===== config.mk =====
export PLATFORM = sky130hd
export DESIGN_NAME = mips_multicycle_controller
export DESIGN_NICKNAME = d
export VERILOG_FILES = /design/src/rtl/mips_multicycle_controller.sv
export SDC_FILE = /design/constraint.sdc
export NUM_CORES = 1
export LEC_CHECK = 0
export ABC_AREA = 1
export CAP_MARGIN = 20
export CELL_PAD_IN_SITES_DETAIL_PLACEMENT = 0
export CELL_PAD_IN_SITES_GLOBAL_PLACEMENT = 1
export CORE_MARGIN = 5
export CORE_UTILIZATION = 42
export CTS_CLUSTER_SIZE = 24
export DETAILED_ROUTE_END_ITERATION = 16
export DONT_BUFFER_PORTS = 1
export PLACE_DENSITY = 0.86
export REMOVE_ABC_BUFFERS = 1
export SETUP_SLACK_MARGIN = 0.05
export SYNTH_ARGS = -nofsm -noshare
export SYNTH_HDL_FRONTEND = slang
export SYNTH_SLANG_ARGS = --single-unit

===== constraint.sdc =====
create_clock -name clk -period 1.9 [get_ports clk]
set_input_delay 0.38 -clock clk [delete_from_list [all_inputs] [get_ports clk]]
set_output_delay 0.38 -clock clk [all_outputs]
set_load 0.02 [all_outputs]

===== src/rtl/mips_multicycle_controller.sv =====
// Main control FSM for the multicycle MIPS datapath: one micro-step per cycle, Moore outputs
// decoded from state and the instruction word, plus retirement counting and illegal-encoding report.
module mips_multicycle_controller #(
  parameter int CNT_W = 32
) (
  input  logic             clk,
  input  logic             rst,
  input  logic [31:0]      Instruction,
  output logic             PCWrite,
  output logic             PCWriteCond,
  output logic             IorD,
  output logic             MemWrite,
  output logic             MemRead,
  output logic             IRWrite,
  output logic             RegDst,
  output logic             WriteRegSel,
  output logic             MemtoReg,
  output logic             WriteDataSel,
  output logic             RegWrite,
  output logic             ALUSrcA,
  output logic [1:0]       ALUSrcB,
  output logic [1:0]       PCSrc,
  output logic [2:0]       ALUoperation,
  output logic [3:0]       state,
  output logic             instr_done,
  output logic             illegal_instr,
  output logic [CNT_W-1:0] retired_count
);

  typedef enum logic [3:0] {
    S_FETCH    = 4'd0,  S_DECODE   = 4'd1,  S_MEM_ADDR = 4'd2,  S_LW_READ = 4'd3,
    S_LW_WB    = 4'd4,  S_SW_WRITE = 4'd5,  S_R_EXEC   = 4'd6,  S_R_WB    = 4'd7,
    S_I_EXEC   = 4'd8,  S_I_WB     = 4'd9,  S_BRANCH   = 4'd10, S_JUMP    = 4'd11,
    S_JAL      = 4'd12, S_JR       = 4'd13
  } state_t;

  typedef struct packed {
    logic       pc_write;
    logic       pc_write_cond;
    logic       iord;
    logic       mem_write;
    logic       mem_read;
    logic       ir_write;
    logic       reg_dst;
    logic       write_reg_sel;
    logic       mem_to_reg;
    logic       write_data_sel;
    logic       reg_write;
    logic       alu_src_a;
    logic [1:0] alu_src_b;
    logic [1:0] pc_src;
    logic [2:0] alu_op;
    logic       done;
    logic       illegal;
  } ctrl_t;

  localparam logic [5:0] OP_RTYPE = 6'b000000, OP_J    = 6'b000010, OP_JAL = 6'b000011;
  localparam logic [5:0] OP_BEQ   = 6'b000100, OP_ADDI = 6'b001000, OP_SLTI = 6'b001010;
  localparam logic [5:0] OP_LW    = 6'b100011, OP_SW   = 6'b101011;
  localparam logic [5:0] FN_ADD = 6'b100000, FN_SUB = 6'b100010, FN_AND = 6'b100100;
  localparam logic [5:0] FN_OR  = 6'b100101, FN_SLT = 6'b101010, FN_JR  = 6'b001000;
  localparam logic [2:0] ALU_AND = 3'b000, ALU_OR = 3'b001, ALU_ADD = 3'b010;
  localparam logic [2:0] ALU_SUB = 3'b110, ALU_SLT = 3'b111;

  state_t           state_r;
  state_t           next_s;
  ctrl_t            ctrl_s;
  logic [CNT_W-1:0] count_r;
  logic [5:0]       opcode_s;
  logic [5:0]       funct_s;
  logic             unused_bits_s;

  assign opcode_s      = Instruction[31:26];
  assign funct_s       = Instruction[5:0];
  assign unused_bits_s = ^Instruction[25:6];

  // State register; reset aborts any instruction in flight and restarts at FETCH
  always_ff @(posedge clk) begin
    if (rst) begin
      state_r <= S_FETCH;
    end else begin
      state_r <= next_s;
    end
  end

  // Retired-instruction counter, wraps naturally at 2^CNT_W
  always_ff @(posedge clk) begin
    if (rst) begin
      count_r <= '0;
    end else if (ctrl_s.done) begin
      count_r <= count_r + CNT_W'(1);
    end else begin
      count_r <= count_r;
    end
  end

  // Next-state and Moore control decode
  always_comb begin
    ctrl_s = '0;
    next_s = S_FETCH;
    case (state_r)
      S_FETCH: begin
        ctrl_s.mem_read  = 1'b1;
        ctrl_s.ir_write  = 1'b1;
        ctrl_s.pc_write  = 1'b1;
        ctrl_s.alu_src_b = 2'b01;
        ctrl_s.alu_op    = ALU_ADD;
        next_s           = S_DECODE;
      end
      S_DECODE: begin
        // Speculatively form the branch target into ALUout
        ctrl_s.alu_src_b = 2'b11;
        ctrl_s.alu_op    = ALU_ADD;
        case (opcode_s)
          OP_RTYPE: begin
            case (funct_s)
              FN_ADD, FN_SUB, FN_AND, FN_OR, FN_SLT: next_s = S_R_EXEC;
              FN_JR:   next_s = S_JR;
              default: ctrl_s.illegal = 1'b1;
            endcase
          end
          OP_LW, OP_SW:     next_s = S_MEM_ADDR;
          OP_ADDI, OP_SLTI: next_s = S_I_EXEC;
          OP_BEQ:           next_s = S_BRANCH;
          OP_J:             next_s = S_JUMP;
          OP_JAL:           next_s = S_JAL;
          default:          ctrl_s.illegal = 1'b1;
        endcase
      end
      S_MEM_ADDR: begin
        ctrl_s.alu_src_a = 1'b1;
        ctrl_s.alu_src_b = 2'b10;
        ctrl_s.alu_op    = ALU_ADD;
        next_s           = (opcode_s == OP_SW) ? S_SW_WRITE : S_LW_READ;
      end
      S_LW_READ: begin
        ctrl_s.iord     = 1'b1;
        ctrl_s.mem_read = 1'b1;
        next_s          = S_LW_WB;
      end
      S_LW_WB: begin
        ctrl_s.mem_to_reg = 1'b1;
        ctrl_s.reg_write  = 1'b1;
        ctrl_s.done       = 1'b1;
      end
      S_SW_WRITE: begin
        ctrl_s.iord      = 1'b1;
        ctrl_s.mem_write = 1'b1;
        ctrl_s.done      = 1'b1;
      end
      S_R_EXEC: begin
        ctrl_s.alu_src_a = 1'b1;
        case (funct_s)
          FN_SUB:  ctrl_s.alu_op = ALU_SUB;
          FN_AND:  ctrl_s.alu_op = ALU_AND;
          FN_OR:   ctrl_s.alu_op = ALU_OR;
          FN_SLT:  ctrl_s.alu_op = ALU_SLT;
          default: ctrl_s.alu_op = ALU_ADD;
        endcase
        next_s = S_R_WB;
      end
      S_R_WB: begin
        ctrl_s.reg_dst   = 1'b1;
        ctrl_s.reg_write = 1'b1;
        ctrl_s.done      = 1'b1;
      end
      S_I_EXEC: begin
        ctrl_s.alu_src_a = 1'b1;
        ctrl_s.alu_src_b = 2'b10;
        ctrl_s.alu_op    = (opcode_s == OP_SLTI) ? ALU_SLT : ALU_ADD;
        next_s           = S_I_WB;
      end
      S_I_WB: begin
        ctrl_s.reg_write = 1'b1;
        ctrl_s.done      = 1'b1;
      end
      S_BRANCH: begin
        ctrl_s.alu_src_a     = 1'b1;
        ctrl_s.alu_op        = ALU_SUB;
        ctrl_s.pc_write_cond = 1'b1;
        ctrl_s.pc_src        = 2'b10;
        ctrl_s.done          = 1'b1;
      end
      S_JUMP: begin
        ctrl_s.pc_write = 1'b1;
        ctrl_s.pc_src   = 2'b01;
        ctrl_s.done     = 1'b1;
      end
      S_JAL: begin
        // PC already holds the return address (PC+4) from FETCH
        ctrl_s.pc_write       = 1'b1;
        ctrl_s.pc_src         = 2'b01;
        ctrl_s.write_reg_sel  = 1'b1;
        ctrl_s.write_data_sel = 1'b1;
        ctrl_s.reg_write      = 1'b1;
        ctrl_s.done           = 1'b1;
      end
      S_JR: begin
        ctrl_s.pc_write = 1'b1;
        ctrl_s.pc_src   = 2'b11;
        ctrl_s.done     = 1'b1;
      end
      default: begin
        ctrl_s = '0;
        next_s = S_FETCH;
      end
    endcase
  end

  assign {PCWrite, PCWriteCond, IorD, MemWrite, MemRead, IRWrite, RegDst, WriteRegSel,
          MemtoReg, WriteDataSel, RegWrite, ALUSrcA, ALUSrcB, PCSrc, ALUoperation,
          instr_done, illegal_instr} = rst ? 21'd0 : ctrl_s;
  assign state         = rst ? 4'd0 : state_r;
  assign retired_count = rst ? '0 : count_r;

endmodule

* Word-level counts from Yosys, hierarchy flattened
Cells that the tools add are included.
Storage, ports and cells: flip-flop bits (word level) 36
Operators by class: add/subtract/negate cells 1, eq/ne operators 26, mux-type cells 27, reduce and logical (&&, ||, !) cells 16
Operator list (number):
- one-hot mux 4 bit (6 select lines) | 2
- equality test 6 bit (second input constant) | 7
- adder 32 x 1 -> 32 bit (second input constant) | 1
- two-way mux 32 bit | 1
- equality test 4 bit (second input constant) | 6
- one-hot mux 3 bit (4 select lines) | 2
- two-way mux 21 bit | 1
- equality test 6 x 4 -> 1 bit (second input constant) | 3
- equality test 4 x 3 -> 1 bit (second input constant) | 4
- two-way mux 1 bit | 14
- equality test 6 x 2 -> 1 bit (second input constant) | 2
- one-hot mux 2 bit (3 select lines) | 2
- OR reduction 2 bit | 6
- OR reduction 4 bit | 3
- equality test 4 x 2 -> 1 bit (second input constant) | 2
- one-hot mux 4 bit (2 select lines) | 1
- OR reduction 8 bit | 1
- OR reduction 7 bit | 1
- equality test 6 x 3 -> 1 bit (second input constant) | 1
- zero test 6 bit | 1
- two-way mux 3 bit | 2
- OR reduction 6 bit | 1
- OR reduction 5 bit | 1
- equality test 4 x 1 -> 1 bit (second input constant) | 1
- 4 further kinds | 4

* Logic depth before layout (Yosys ltp)
depth in word-level cells 6, depth in mapped cells 11, depth with buffers taken out 11

* Worst setup path before layout
Ideal clock, no wire load.
kind flip-flop to output port, start register state_r[2], end output ALUoperation[0], data arrival time 1.582 ns, setup slack -0.062 ns, cell stages (with the launch flop) 7, path buffers 0, path through dfxtp_1 -> inv_2 -> nor2_1 -> inv_1 -> nor2_1 -> inv_1 -> a221oi_1
Between the ends: longest elaborated chain between the ends 4
RTL lines:
- from (decl) | line 65 | state_t state_r;
- from (signal assigned) | line 82 | state_r <= next_s;
- equality test 4 x 2 -> 1 bit (tied with other cells) | line 101 | case (state_r)
- OR reduction 3 bit (no source line)
- one-hot mux 3 bit (4 select lines) * | line 101
- two-way mux 21 bit * | line 212 | instr_done, illegal_instr} = rst ? 21'd0 : ctrl_s;
- to (decl) | line 23 | output logic [2:0] ALUoperation,
Mark *: on every way between the ends. The rest lies on a longest branch, timed or not.

* Worst setup path after layout
Ends and elaborated chain as after synthesis.

==> results_dict.tcl <==
set metrics [dict create \
    outcome "finished with violations" \
    violations "setup timing" \
    finalHoldViolCount 0 \
    clkSinkCount 36 \
    ioPinCount 91 \
    switching_share 0.259 \
    relSlewSlack 0.671 \
    fill_cells 689 \
    crit_path_start_kind "flip-flop" \
    die_y_um 91.7 \
    drtPass1Iterations 5 \
    setup_viol 2 \
    avgSynthCellArea_um2 5.47 \
    crit_fanout 7 \
    worstPathRequired_ps 1520 \
    routedWlPerCell_um 12.9 \
    grt-ovfl-total 0 \
    clk_pin_slew_ps 70 \
    initial_utilization 0.436 \
    power_frac_comb 0.094 \
    synth.distinct_cells 31 \
    finalMaxSlewViolations 0 \
    grt_pass1_vias 2911 \
    fin_crit_ps 1960 \
    clock-root-buffer "clkbuf_8" \
    fmax_ghz 0.510 \
    fin_worst_hold_slack_ps 156 \
    hold_end "count_r[18]$_SDFFE_PP0N_" \
    ant_nets 0 \
    share_seq_of_total_power 0.539 \
    clock_latency_ps 290 \
    crit_path_end_kind "output pin" \
    htree_levels 2 \
    worstSetupPathType "flip-flop to output pin" \
    drv_cap 0 \
    synth-seq-cells 36 \
    rsz0062_at_grt "true" \
    syn_area_mm2 0.00280 \
    avgViaCountPerCell 5.07 \
    rr_endpoint "count_r[7]$_SDFFE_PP0N_" \
    wirelength_um 7840 \
    yosysWarnings 0 \
    cts-buffers-inserted 5 \
    p_per_area_mw_per_mm2 445 \
    power.total_mw 1.42 \
    fp.coreArea_mm2 0.00642 \
    grt_max_degree 78 \
    fin_crit_sh 1.03 \
    switchingPower_mw 0.367 \
    area_growth_pct 13.8 \
    min_path_cells 1 \
    fin_tns_setup_ps -69.3 \
    ys_seq_area_frac 0.257 \
    hp-class "input pin to flip-flop" \
    r2r_slack_ps 140 \
    hp-start "rst" \
    peakVddDrop_mv 0.236 \
    fin_worst_skew_ps 5.44 \
    track_usage 0.188 \
    num_antenna_cells 0 \
    worstMarginPinSlew_ps 489 \
    place_congestion 0.848 \
    critPathArrivalTime_ps 1580 \
    grt_pass1_wl_um 13200 \
    drive_above_1_share 0.140 \
    die_x_um 91.7 \
    critical_path.cell_chain "inv_4 -> nor2_4 -> inv_2 -> nor2_2 -> buf_6 -> inv_2 -> a221oi_2 -> buf_4" \
    syn-instance-count 512 \
    slowest_delay_ps 360 \
    cpMostUsedCell "inv_2" \
    setup_ws_ps -60.3 \
    p_clk_frac 0.367 \
    crit_buf_inv 5 \
    dp_slack_ps 91.6 \
    cts_tree "yes" \
    internal_power_mw 1.05 \
    reg2regPathDepth 10 \
    dp_hpwl_um 5930 \
    drc_errors 0 \
    slowest_stage "dfxtp_2" \
    rows 29 \
    dieArea_mm2 0.00840 \
    antenna_found_initial 0 \
    cp_top_family "buffers and inverters" \
    portBuffers 0 \
    drtIter0Drc 213 \
    p_leak_nw 1.20 \
    clk_path_buf_depth 2 \
    vias 3079 \
    final_nets 565 \
    startpoint "state_r[2]$_SDFF_PP0_" \
    r2r_start "state_r[3]$_SDFF_PP0_" \
]
kinds of logic after synthesis:
| logic type | synth area share |
|---|---|
| flops | 0.257 |
| simple gates | 0.516 |
| compound gates | 0.0907 |
| fa+ha+maj | 0.00447 |
| xor+xnor | 0.00939 |
| buf+inv | 0.122 |
flip-flops by register name, summed over array words and instances, names as in the netlist:
register	count
count_r	32
state_r	4
metrics by stage:
step                      instances  cell area, um^2   util
after floorplan                 498             2720      -
after global placement          596             2970  0.463
after detailed placement        596             2970  0.463
after CTS                       605             3120  0.486
after global routing            607             3190  0.496
final                           607             3190  0.496
worst max-delay path by stage:
stage | endpoint | slack [ps] | depth (start not counted)
3_5_place_dp | ALUoperation[0] | 90 | 6
5_1_grt | ALUoperation[0] | -110 | 8
6_report | ALUoperation[0] | -60 | 8
4_1_cts | ALUoperation[0] | -50 | 6
3_3_place_gp | instr_done | 110 | 7
2_1_floorplan | ALUoperation[0] | -60 | 6
cell usage in the layout, fill, tap and decap left out:
cell	n
inv_2	8
nor2_4	6
nand3_1	32
buf_6	2
inv_4	1
nand2_2	5
clkbuf_8	5
clkbuf_1	1
nor4_2	1
a221oi_2	1
a31oi_1	3
o22a_1	1
o21ai_1	1
nand3_2	1
a21oi_1	31
nand2_1	143
dfxtp_2	3
nand4_1	3
xor2_1	3
o21ai_0	8
a21oi_4	2
nor2_1	101
nor3_1	32
o211ai_1	1
buf_4	23
inv_1	61
dfxtp_1	32
clkinv_2	1
dfxtp_4	1
nand3b_2	1
nor2_2	10
nand3b_1	2
nor3_2	2
nand3_4	1
ha_1	1
synth_stat cells, drive strengths merged:
master	number	share of area
nand2	148	0.20
inv	70	0.094
nand4	3	0.0067
clkbuf	7	0.0094
o22a	1	0.0031
nor2	117	0.17
nor4	1	0.0022
dfxtp	36	0.26
o21ai	9	0.016
a21oi	33	0.059
xor2	3	0.0094
ha	1	0.0045
a221oi	1	0.0031
nor3	34	0.063
buf	7	0.019
a31oi	3	0.0067
o211ai	1	0.0027
nand3b	3	0.0094
nand3	34	0.067
metal layers:
metal | up-vias | global-route usage | part of all wire
met5 | - | 0 | 0
met3 | 5 | 0.0450 | 0.062
met1 | 1359 | 0.233 | 0.45
met2 | 75 | 0.327 | 0.48
met4 | 0 | 0.0490 | 0.0092
li1 | 1640 | - | -
power by group through the flow:
stage / registers, mW / clock network [mW] / logic, mW
floorplan: 0.780 / 0 / 0.0886
global placement: 0.781 / 0 / 0.122
detailed placement: 0.781 / 0 / 0.122
CTS: 0.763 / 0.530 / 0.130
global route: 0.765 / 0.562 / 0.149
finish: 0.764 / 0.521 / 0.134
repair_timing:
item	in CTS	in global routing
pin swaps	3	4
setup endpoints to repair	11	16
gates resized for setup	20	14
setup buffers	2	2
hold buffers	0	0
layout make-up:
type,count,area (um^2),share of cell area
flip-flops and latches,36,728,0.229
clock buffers,6,72.6,0.0228
multi-input cells,392,1820,0.572
repair buffers,25,195,0.0612
inverters,70,265,0.0832
well taps,77,96.3,0.0302
clock inverters,1,5.00,0.00157
Power figures use the tool's default switching activity.
